**src/rtl/uart_tx.sv**
```systemverilog
// Bus-programmed UART transmitter: a small byte FIFO feeding an 8N1 serializer.
// Optional even-parity bit is compiled in with `define UART_TX_PARITY_EN.
module uart_tx #(
  parameter int CLKS_PER_BIT = 16,
  parameter int FIFO_DEPTH   = 4
) (
  input  logic        clk,
  input  logic        rst,
  input  logic        we,
  input  logic [31:0] addr,
  input  logic [31:0] wd,
  output logic [31:0] rd,
  output logic        tx
);

  localparam int PW = (FIFO_DEPTH > 1) ? $clog2(FIFO_DEPTH) : 1;
  localparam int CW = PW + 1;
  localparam int BW = (CLKS_PER_BIT > 1) ? $clog2(CLKS_PER_BIT) : 1;

  localparam logic [31:0]   ADDR_TXDATA = 32'h0000_0008;
  localparam logic [31:0]   ADDR_STATUS = 32'h0000_000C;
  localparam logic [BW-1:0] BAUD_LAST   = BW'(CLKS_PER_BIT - 1);
  localparam logic [CW-1:0] DEPTH_C     = CW'(FIFO_DEPTH);

`ifdef UART_TX_PARITY_EN
  typedef enum logic [2:0] {
    S_IDLE   = 3'd0,
    S_START  = 3'd1,
    S_DATA   = 3'd2,
    S_PARITY = 3'd3,
    S_STOP   = 3'd4
  } state_t;
`else
  typedef enum logic [2:0] {
    S_IDLE  = 3'd0,
    S_START = 3'd1,
    S_DATA  = 3'd2,
    S_STOP  = 3'd4
  } state_t;
`endif

  logic [7:0]    r_mem [FIFO_DEPTH];
  logic [PW-1:0] r_wptr;
  logic [PW-1:0] r_rptr;
  logic [CW-1:0] r_count;

  state_t        r_state;
  logic [BW-1:0] r_baud;
  logic [2:0]    r_idx;
  logic [7:0]    r_shift;
  logic          r_tx;
  logic [31:0]   r_rd;
`ifdef UART_TX_PARITY_EN
  logic          r_par;
`endif

  logic       w_full;
  logic       w_empty;
  logic       w_push;
  logic       w_pop;
  logic       w_baud_done;
  logic [4:0] w_count_ext;
  logic       w_unused;

  assign w_full      = (r_count == DEPTH_C);
  assign w_empty     = (r_count == '0);
  assign w_push      = !rst && we && (addr == ADDR_TXDATA) && !w_full;
  assign w_pop       = (r_state == S_IDLE) && !w_empty;
  assign w_baud_done = (r_baud == BAUD_LAST);
  assign w_count_ext = 5'(r_count);
  assign w_unused    = ^{wd[31:8], w_count_ext[4]};

  // Storage needs no reset: pointers and occupancy alone define validity.
  always_ff @(posedge clk) begin
    if (w_push) r_mem[r_wptr] <= wd[7:0];
  end

  always_ff @(posedge clk) begin
    if (rst) begin
      r_wptr  <= '0;
      r_rptr  <= '0;
      r_count <= '0;
    end else begin
      if (w_push) r_wptr <= r_wptr + 1'b1;
      if (w_pop)  r_rptr <= r_rptr + 1'b1;
      case ({w_push, w_pop})
        2'b10:   r_count <= r_count + 1'b1;
        2'b01:   r_count <= r_count - 1'b1;
        default: r_count <= r_count;
      endcase
    end
  end

  always_ff @(posedge clk) begin
    if (rst) begin
      r_rd <= '0;
    end else if (addr == ADDR_STATUS) begin
      r_rd <= {26'b0, w_count_ext[3:0], w_empty, w_full};
    end else begin
      r_rd <= '0;
    end
  end

  // tx is registered from the current state, so the line lags each decision by one edge.
  always_ff @(posedge clk) begin
    if (rst) begin
      r_state <= S_IDLE;
      r_baud  <= '0;
      r_idx   <= '0;
      r_shift <= '0;
      r_tx    <= 1'b1;
`ifdef UART_TX_PARITY_EN
      r_par   <= 1'b0;
`endif
    end else begin
      case (r_state)
        S_IDLE: begin
          r_tx   <= 1'b1;
          r_baud <= '0;
          r_idx  <= '0;
          if (w_pop) begin
            r_shift <= r_mem[r_rptr];
`ifdef UART_TX_PARITY_EN
            r_par   <= ^r_mem[r_rptr];
`endif
            r_state <= S_START;
          end
        end
        S_START: begin
          r_tx <= 1'b0;
          if (w_baud_done) begin
            r_baud  <= '0;
            r_idx   <= '0;
            r_state <= S_DATA;
          end else begin
            r_baud <= r_baud + 1'b1;
          end
        end
        S_DATA: begin
          r_tx <= r_shift[0];
          if (w_baud_done) begin
            r_baud  <= '0;
            r_shift <= {1'b0, r_shift[7:1]};
            if (r_idx == 3'd7) begin
              r_idx <= '0;
`ifdef UART_TX_PARITY_EN
              r_state <= S_PARITY;
`else
              r_state <= S_STOP;
`endif
            end else begin
              r_idx <= r_idx + 3'd1;
            end
          end else begin
            r_baud <= r_baud + 1'b1;
          end
        end
`ifdef UART_TX_PARITY_EN
        S_PARITY: begin
          r_tx <= r_par;
          if (w_baud_done) begin
            r_baud  <= '0;
            r_state <= S_STOP;
          end else begin
            r_baud <= r_baud + 1'b1;
          end
        end
`endif
        S_STOP: begin
          r_tx <= 1'b1;
          if (w_baud_done) begin
            r_baud  <= '0;
            r_state <= S_IDLE;
          end else begin
            r_baud <= r_baud + 1'b1;
          end
        end
        default: begin
          r_tx    <= 1'b1;
          r_baud  <= '0;
          r_idx   <= '0;
          r_state <= S_IDLE;
        end
      endcase
    end
  end

  assign tx = r_tx;
  assign rd = r_rd;

endmodule

```
**config.mk**
```make
export PLATFORM = sky130hd
export DESIGN_NAME = uart_tx
export DESIGN_NICKNAME = d
export VERILOG_FILES = /design/src/rtl/uart_tx.sv
export SDC_FILE = /design/constraint.sdc
export NUM_CORES = 1
export LEC_CHECK = 0
export ABC_AREA = 1
export CAP_MARGIN = 20
export CORE_MARGIN = 3
export CORE_UTILIZATION = 30
export CTS_CLUSTER_DIAMETER = 40
export DETAILED_ROUTE_END_ITERATION = 10
export GPL_TIMING_DRIVEN = 0
export PLACE_DENSITY_LB_ADDON = 0.25
export REMOVE_ABC_BUFFERS = 1
export SYNTH_ARGS = -nofsm -noshare
export SYNTH_HDL_FRONTEND = slang
export SYNTH_SLANG_ARGS = --single-unit
```
**constraint.sdc**
```tcl
create_clock -name clk -period 2.9 [get_ports clk]
set_clock_uncertainty 0.05 [all_clocks]
set_input_delay 0.435 -clock clk [delete_from_list [all_inputs] [get_ports clk]]
set_output_delay 0.435 -clock clk [all_outputs]
set_load 0.05 [all_outputs]
```
==> flow_summary.json, run 1 <==
{
  "grtUsageMet1_pct": 13.6,
  "cp_cell_sequence": "clkdlybuf4s50_1 -> nor2_1 -> nand3_1 -> nor2_1 -> nand2_1 -> nor2_2 -> inv_2 -> nor2_1",
  "fmax_mhz": 407,
  "grt_pass1_vias": 2325,
  "synth_cell_types": 33,
  "dieArea_um2": 11700,
  "clockRootBuffer": "clkbuf_8",
  "drc": 0,
  "post_drt_wl_per_cell_um": 11.2,
  "fin_area_um2": 3780,
  "cts_hold_buffers": 0,
  "critPathTopFamily": "simple AND/OR/NAND/NOR gates",
  "avgSynthCellArea_um2": 8.89,
  "postRouteAntennaNets": 0,
  "chipWidth_um": 108,
  "syn_inst": 351,
  "rsz0062_at_grt": "false",
  "grt_max_degree": 22,
  "regArea_um2": 1620,
  "synth_area_leader_cell": "edfxtp_1",
  "slew_headroom_pct": 38.3,
  "period_needed_ps": 2450,
  "critPathLaunchType": "primary input",
  "setup_viol": 0,
  "cap_viol_max_count": 0,
  "post_cts_resized": 0,
  "coreArea_um2": 9950,
  "first_iter_violations": 56,
  "tritoncts": "done",
  "whs_path_depth": 1,
  "htree_levels": 3,
  "grtUsageMet2_pct": 18.9,
  "finalWeightedCongestion": 0.691,
  "power.total_mw": 2.81,
  "die_y_um": 108,
  "use_met3_pct": 2.75,
  "port_buffers": 48,
  "antenna_found_initial": 0,
  "cts_sinks": 65,
  "clk_latency_ps": 330,
  "synthTopCellsByArea": "edfxtp_1 (31%), dfxtp_1 (21%), buf_4 (7.0%)",
  "drt_pass1_iterations": 4,
  "powerDensity_nw_per_um2": 745,
  "grt_remaining_overflow": 0,
  "place_area_um2": 3600,
  "synth_top_area_share_pct": 30.8,
  "start_util_pct": 31.3,
  "fillers": 1033,
  "crit_fanout": 8,
  "nets": 477,
  "grt_most_used_layer": "met2",
  "crit-reg2reg-launch": "r_count[0]$_SDFFE_PP0P_",
  "worst-setup-path-type": "in -> reg",
  "cts_setup_buffers": 0,
  "cp_slowest_cell": "nor2_1",
  "yosysWarnings": 0,
  "final-hold-violation-count": 0,
  "crit_required_ps": 2800,
  "final_common_cell": "nand2_1",
  "synthesis.area_um2": 3120,
  "num_io_pins": 100,
  "cts_buffers": 9,
  "max_stage_delay_ps": 700,
  "drive_above_1_share_pct": 9.36,
  "ff2ff_path_depth": 14,
  "num_rows": 36,
  "worst-path-stages": 8,
  "critPathCaptureType": "register",
  "finalWirelength_um": 6050,
  "slew_viol_final": 0,
  "clk_pin_slew_ps": 60,
  "hold_class": "reg -> reg",
  "min_period_over_period_pct": 84.6,
  "final_cell_mix": "nand2_1 (58), nor2_1 (56), clkdlybuf4s50_1 (48)",
  "grt_usage_pct": 11.2,
  "clock_path_buffers": 2,
  "reg2reg_slack_ps": 720,
  "finalSetupTns_ps": 0,
  "r2r-end": "r_count[2]$_SDFFE_PP0P_",
  "min_from": "r_baud[0]$_SDFF_PP0_",
  "grt_pass1_wl_um": 10300,
  "power.leakage_nw": 1.50,
  "n_antenna_cell": 0,
  "path_buf_inv": 2,
  "crit_arrival_ps": 2350,
  "yosysSeqAreaShare_pct": 52.0,
  "vias_per_cell": 4.37,
  "via_count": 2358,
  "dp_hpwl_um": 4210,
  "vdd_drop_max_mv": 0.283,
  "cpMostUsedCell": "nor2_1",
  "ys_ff_latch": 65,
  "synthToLayoutAreaGrowth_pct": 21.1,
  "status": "finished clean",
  "min_to": "r_baud[0]$_SDFF_PP0_",
  "multi_input_area_um2": 1200,
  "worst_pin_slew_ps": 923
}
through the flow:
stage / std cells / worst slack [ps] / hold slack (ps) / util (%)
after floorplan: 342 / 945 / 368 / -
final: 539 / 446 / 399 / 37.9
after detailed placement: 523 / 93.3 / 398 / 36.1
after CTS: 539 / 447 / 404 / 37.9
after global routing: 539 / 277 / 430 / 37.9
after global placement: 523 / 93.5 / 383 / 36.1
report_power, final:
group	internal, mW	leakage (nW)	switching (mW)
combinational	0.320	0.850	0.614
sequential	1.07	0.557	0.0931
clock	0.392	0.0918	0.319
total	1.79	1.50	1.03
cell families after synthesis:
kind of cell	synth area share [%]
other	0.120
AO/OA/AOI/OAI	9.83
XOR/XNOR	0.281
adder cells (fa/ha/maj)	3.85
buffers and inverters	12.8
flip-flops	52.0
AND/OR/NAND/NOR	21.1
cell usage after synthesis:
library cell  count
buf_4            29
o22ai_1           1
a21oi_2           5
dfxtp_1          33
nor2_1           56
ha_1              8
nand2_2           5
nor3_2            1
nand4_1           1
o21ai_0          13
nor2_4            1
clkbuf_2          1
nor3_1            3
nand3_1          16
nand2_1          58
nand3_2           1
o21ai_1           6
a21oi_1          29
conb_1            1
edfxtp_1         32
fa_1              1
buf_6             3
nand2_4           3
clkinv_1          1
nor3b_1           2
nor2_2            2
or2_1             1
inv_1            27
buf_2             2
clkinv_2          1
inv_2             6
o21ai_4           1
xor2_1            1
flip-flops by register name (all words and copies together) (netlist names), 3 cells and up, named ones only:
name,flops
r_mem,32
r_shift,8
rd,5
r_baud,4
r_count,3
r_idx,3
r_state,3
layer usage:
layer / vias up / share of wire, %
met5: - / 0
met1: 1079 / 44
li1: 1182 / -
met2: 89 / 47
met3: 8 / 6.2
met4: 0 / 2.1
worst max-delay path by stage:
stage                                       start                      end
final                                         rst    r_mem[3][0]$_DFFE_PP_
after global routing                          rst    r_mem[3][1]$_DFFE_PP_
after CTS                                     rst    r_mem[3][1]$_DFFE_PP_
after detailed placement                      rst    r_mem[3][3]$_DFFE_PP_
after global placement                        rst    r_mem[3][3]$_DFFE_PP_
after floorplan           r_count[0]$_SDFFE_PP0P_  r_count[2]$_SDFFE_PP0P_
cell type report:
cell class                      instances  area share [%]
Clock inverter                          4            1.16
Multi-Input combinational cell        242            31.7
Timing Repair Buffer                   48            12.7
Sequential cell                        65            42.9
Inverter                               35            3.51
Tap cell                              133            4.41
Clock buffer                           12            3.58
(Power assumes the default switching activity.)
==> run 2, diff against run 1 <==
==> constraint.sdc (replaced) <==
create_clock -name clk -period 2.3 [get_ports clk]
set_clock_uncertainty 0.05 [all_clocks]
set_input_delay 0.345 -clock clk [delete_from_list [all_inputs] [get_ports clk]]
set_output_delay 0.345 -clock clk [all_outputs]
set_load 0.05 [all_outputs]
==> flow_summary.json, run 2 (synthesized netlist as in run 1, its figures left out) <==
{
  "num_rows": 36,
  "path_buf_inv": 4,
  "n_antenna_cell": 0,
  "clk_latency_ps": 330,
  "power.leakage_nw": 1.51,
  "chipWidth_um": 108,
  "dp_hpwl_um": 4210,
  "largest_register_ffs": 32,
  "hold_class": "reg -> reg",
  "critPathCaptureType": "register",
  "p_comb_share_pct": 33.4,
  "cts_hold_buffers": 0,
  "cts_buffers": 9,
  "crit_required_ps": 2510,
  "cp_cell_sequence": "clkdlybuf4s50_1 -> inv_1 -> nor2_1 -> nand3_1 -> nor2_2 -> nand2_1 -> nor2_4 -> inv_4 -> ha_1 -> inv_2 -> fa_2 -> a21oi_1 -> o21ai_0 -> o21ai_1 -> a21oi_1",
  "slew_headroom_pct": 52.4,
  "period_needed_ps": 2150,
  "grt_remaining_overflow": 0,
  "dieArea_um2": 11700,
  "tritoncts": "done",
  "powerDensity_nw_per_um2": 937,
  "critPathLaunchType": "primary input",
  "worst-setup-path-type": "in -> reg",
  "regArea_um2": 1620,
  "start_util_pct": 31.3,
  "r2r-end": "r_count[2]$_SDFFE_PP0P_",
  "final_cell_mix": "nand2_1 (58), nor2_1 (50), clkdlybuf4s50_1 (47)",
  "status": "finished clean",
  "p_sw_share_pct": 36.7,
  "cts_sinks": 65,
  "grt_usage_pct": 11.2,
  "final_common_cell": "nand2_1",
  "seq_power_share_pct": 41.3,
  "via_count": 2401,
  "num_io_pins": 100,
  "regMostFlops": "r_mem",
  "antenna_found_initial": 0,
  "ff2ff_path_depth": 14,
  "grt_max_degree": 22,
  "die_y_um": 108,
  "p_sw_mw": 1.31,
  "cp_slowest_cell": "clkdlybuf4s50_1",
  "critPathCapture": "r_count[2]$_SDFFE_PP0P_",
  "vdd_drop_max_mv": 0.360,
  "slew_viol_final": 0,
  "critPathTopFamily": "buffers and inverters",
  "post-place-ws_ps": -417,
  "power.total_mw": 3.57,
  "reg2reg_slack_ps": 190,
  "max_stage_delay_ps": 500,
  "clock_path_buffers": 2,
  "htree_levels": 3,
  "clk_pin_slew_ps": 70,
  "finalWirelength_um": 6070,
  "clkPwrFrac_pct": 25.2,
  "drive_above_1_share_pct": 11.5,
  "finalWeightedCongestion": 0.691,
  "cpMostUsedCell": "a21oi_1",
  "crit_arrival_ps": 2360,
  "power.internal_mw": 2.26,
  "drc": 0,
  "vias_per_cell": 4.45,
  "port_buffers": 48,
  "fmax_mhz": 466,
  "worst_pin_slew_ps": 714,
  "grt_pass1_wl_um": 10300,
  "worst_slack_ps": 152,
  "startpoint": "addr[3]",
  "coreArea_um2": 9950,
  "fillers": 1028,
  "grt_pass1_vias": 2317,
  "synthToLayoutAreaGrowth_pct": 22.2,
  "clockRootBuffer": "clkbuf_8",
  "final-hold-violation-count": 0,
  "crit_fanout": 5,
  "drt_pass1_iterations": 4,
  "setup_viol": 0,
  "crit-reg2reg-launch": "r_count[0]$_SDFFE_PP0P_",
  "nets": 478,
  "multi_input_area_um2": 1220,
  "min_from": "r_baud[0]$_SDFF_PP0_",
  "postRouteAntennaNets": 0,
  "cap_viol_max_count": 0,
  "post_drt_wl_per_cell_um": 11.2,
  "first_iter_violations": 53,
  "min_period_over_period_pct": 93.4,
  "worst-path-stages": 15
}
-- run 2: worst min path at each step --
stage                                         end  slack (ps)  cells past startpoint
after floorplan           r_shift[7]$_SDFFE_PP0P_         360                      1
after global placement       r_baud[0]$_SDFF_PP0_         380                      1
after detailed placement            tx$_SDFF_PP1_         400                      2
after CTS                 r_shift[7]$_SDFFE_PP0P_         390                      2
after global routing      r_shift[7]$_SDFFE_PP0P_         410                      2
final                        r_baud[0]$_SDFF_PP0_         400                      1
-- run 2: through the flow --
stage / TNS [ps] / cells / instance area (µm²) / hold slack (ps) / util, %
6_report: 0 / 540 / 3810 / 399 / 38.3
3_5_place_dp: -13250 / 523 / 3600 / 398 / 36.1
4_1_cts: 0 / 539 / 3780 / 387 / 38.0
5_1_grt: -2.90 / 540 / 3810 / 415 / 38.3
2_1_floorplan: 0 / 342 / 2950 / 357 / -
3_3_place_gp: -12750 / 523 / 3600 / 383 / 36.1
-- run 2: cell type report --
class	count	area share, %
sequential	65	42.5
clock buffer	12	3.54
clock inverter	4	1.15
inverter	35	3.54
timing repair buffer	49	12.8
multi-input combinational	242	32.1
tap	133	4.36
-- run 2: metal layers --
metal	global-route usage (%)	part of all wire (%)
met1	13.6	43
met2	19.0	47
met3	2.63	7.1
met4	4.96	2.2
met5	0	0
-- run 2: timing repair --
item | CTS | global route
endpoints found under the setup margin | 28 | 2
buffers inserted | 0 | 1
cloned | 0 | 0
resized for setup | 5 | 8
pin swaps | 0 | 1
-- run 2: power groups by stage --
stage	combinational (mW)	clock (mW)	sequential, mW
after global placement	1.16	0	1.49
after floorplan	0.887	0	1.49
after detailed placement	1.19	0	1.50
final	1.19	0.901	1.48
after CTS	1.19	0.930	1.47
after global routing	1.36	0.979	1.50
==> run 3, diff against run 2 <==
--- a/config.mk
+++ b/config.mk
@@ -5,12 +5,12 @@
 export SDC_FILE = /design/constraint.sdc
 export NUM_CORES = 1
 export LEC_CHECK = 0
-export ABC_AREA = 1
 export CAP_MARGIN = 20
 export CORE_MARGIN = 3
 export CORE_UTILIZATION = 30
 export CTS_CLUSTER_DIAMETER = 40
 export DETAILED_ROUTE_END_ITERATION = 10
+export GPL_ROUTABILITY_DRIVEN = 0
 export GPL_TIMING_DRIVEN = 0
 export PLACE_DENSITY_LB_ADDON = 0.25
 export REMOVE_ABC_BUFFERS = 1
==> constraint.sdc (replaced) <==
create_clock -name clk -period 2.3 [get_ports clk]
set_clock_uncertainty 0.05 [all_clocks]
set_input_delay 0.46 -clock clk [delete_from_list [all_inputs] [get_ports clk]]
set_output_delay 0.46 -clock clk [all_outputs]
set_load 0.05 [all_outputs]
==> flow_summary.json, run 3 <==
{
  "crit_arrival_ps": 2480,
  "drive_above_1_share_pct": 21.2,
  "vdd_drop_max_mv": 0.446,
  "worst_pin_slew_ps": 651,
  "status": "finished clean",
  "cp_cell_sequence": "or3_1 -> and2_1 -> ha_2 -> inv_2 -> fa_2 -> xor2_1 -> or3_1 -> a21oi_2",
  "largest_register_ffs": 32,
  "crit_fanout": 6,
  "final-hold-violation-count": 0,
  "clock_path_buffers": 2,
  "p_comb_share_pct": 7.9,
  "async_flop_share_pct": 0,
  "slew_headroom_pct": 56.5,
  "grt_usage_pct": 10.4,
  "clockRootBuffer": "clkbuf_8",
  "regMostFlops": "r_mem",
  "clkPwrFrac_pct": 40.3,
  "powerDensity_nw_per_um2": 634,
  "setup_viol": 0,
  "tritoncts": "done",
  "final_cell_mix": "dfxtp_1 (32), edfxtp_1 (32), conb_1 (27)",
  "start_util_pct": 31.5,
  "cts_sinks": 65,
  "die_y_um": 106,
  "port_buffers": 48,
  "chipWidth_um": 106,
  "grtUsageMet1_pct": 12.0,
  "use_met3_pct": 3.25,
  "synthesis.area_um2": 2980,
  "finalWirelength_um": 5500,
  "grt_pass1_vias": 1898,
  "synthTopCellsByArea": "edfxtp_1 (32%), dfxtp_1 (22%), buf_4 (7.1%)",
  "synth_cell_types": 42,
  "period_needed_ps": 2250,
  "syn_inst": 248,
  "n_antenna_cell": 0,
  "synth_edf_count": 32,
  "via_count": 1898,
  "grt_remaining_overflow": 0,
  "synth_area_leader_cell": "edfxtp_1",
  "critPathLaunchType": "register",
  "power.leakage_nw": 1.29,
  "clk_latency_ps": 340,
  "p_sw_share_pct": 24.5,
  "multi_input_area_um2": 1230,
  "synthTopCellsByCount": "dfxtp_1 (33), edfxtp_1 (32), buf_4 (28)",
  "ys_ff_latch": 65,
  "drc": 0,
  "seq_power_share_pct": 51.8,
  "first_iter_violations": 77,
  "fillers": 929,
  "max_stage_delay_ps": 440,
  "synth_top_area_share_pct": 32.3,
  "nets": 377,
  "finalSetupTns_ps": 0,
  "yosysSeqAreaShare_pct": 54.5,
  "cap_viol_max_count": 0,
  "cp_slowest_cell": "dfxtp_1",
  "power.total_mw": 2.34,
  "hold_class": "in -> reg",
  "min_period_over_period_pct": 97.9,
  "postRouteAntennaNets": 0,
  "startpoint": "r_count[2]$_SDFFE_PP0P_",
  "p_sw_mw": 0.573,
  "min_from": "rst",
  "vias_per_cell": 4.36,
  "grtUsageMet2_pct": 18.1,
  "coreArea_um2": 9460,
  "yosys.cell_count.top_type": "dfxtp_1",
  "num_rows": 35,
  "grt_max_degree": 27,
  "crit-reg2reg-launch": "r_count[2]$_SDFFE_PP0P_",
  "antenna_found_initial": 0,
  "cts_hold_buffers": 0,
  "dp_hpwl_um": 3820,
  "grt_most_used_layer": "met2",
  "fmax_mhz": 444,
  "cts_buffers": 9,
  "yosysWarnings": 0,
  "avgSynthCellArea_um2": 12.0,
  "power.internal_mw": 1.77,
  "post_drt_wl_per_cell_um": 12.6,
  "worst-setup-path-type": "reg -> reg",
  "grt_pass1_wl_um": 9070,
  "regArea_um2": 1620,
  "htree_levels": 3,
  "ys.flop_type": "dfxtp_1",
  "crit_required_ps": 2530,
  "cpMostUsedCell": "or3_1",
  "drt_pass1_iterations": 4,
  "num_io_pins": 100,
  "slew_viol_final": 0,
  "clk_pin_slew_ps": 70,
  "synthToLayoutAreaGrowth_pct": 24.1,
  "critPathCaptureType": "register",
  "dieArea_um2": 11200
}
[run 3: final timing paths]
check                                  to  slack, ps  cells past startpoint
setup / recovery  r_count[2]$_SDFFE_PP0P_         50                      8
hold / removal     r_rptr[0]$_SDFFE_PP0P_        380                      2
setup reg to reg  r_count[2]$_SDFFE_PP0P_         50                      8
hold reg to reg      r_baud[0]$_SDFF_PP0_        400                      1
[run 3: logic make-up after synthesis]
kind of cell / after synthesis / synth area share [%]
muxes: 10 / 6.73
adders and majority gates: 9 / 4.04
AOI/OAI and AO/OA: 23 / 6.05
other: 1 / 0.126
buffers and inverters: 46 / 9.79
DFF: 65 / 54.5
and+or+nand+nor: 87 / 16.7
xor gates and xnor gates: 7 / 2.06
[run 3: area by class of cell]
cell class | instances | share of cell area (%)
Multi-Input combinational cell | 163 | 33.2
Clock buffer | 10 | 3.46
Inverter | 9 | 0.915
Timing Repair Buffer | 53 | 12.3
Clock inverter | 6 | 1.83
Tap cell | 129 | 4.37
Sequential cell | 65 | 43.9
[run 3: power groups by stage]
stage | Clock, mW | Sequential [mW] | Combinational (mW)
finish | 0.943 | 1.21 | 0.186
global route | 1.04 | 1.21 | 0.196
CTS | 0.981 | 1.21 | 0.182
detailed placement | 0 | 1.24 | 0.193
global placement | 0 | 1.24 | 0.191
floorplan | 0 | 1.24 | 0.104
[run 3: critical path, delay by kind of cell, from the launching register on]
kind	cells	cell delay [ps]
buf+inv	1	40
fa+ha+maj	2	540
flops	1	440
xor+xnor	1	150
simple gates	3	800
compound gates	1	150
[run 3: repair_timing]
item                                    in CTS  in global routing
endpoints found under the setup margin      37                  2
setup buffers                                4                  1
resized for setup                           65                 29
pin swaps                                   16                 10
[run 3: per-layer routing]
layer / vias to the layer above / wire (µm)
li1: 939 / -
met1: 900 / 2300
met2: 53 / 2860
met3: 6 / 283
met4: 0 / 59
met5: - / 0
[run 3: through the flow]
| stage | hold slack [ps] | worst slack (ps) | instances | area [µm²] | util (%) |
|---|---|---|---|---|---|
| finish | 377 | 48.9 | 435 | 3690 | 39.0 |
| global route | 373 | -36.8 | 435 | 3690 | 39.0 |
| CTS | 360 | 0.327 | 434 | 3690 | 39.1 |
| detailed placement | 386 | -1590 | 414 | 3460 | 36.6 |
| global placement | 382 | -1550 | 414 | 3460 | 36.6 |
| floorplan | 368 | -286 | 237 | 2820 | - |
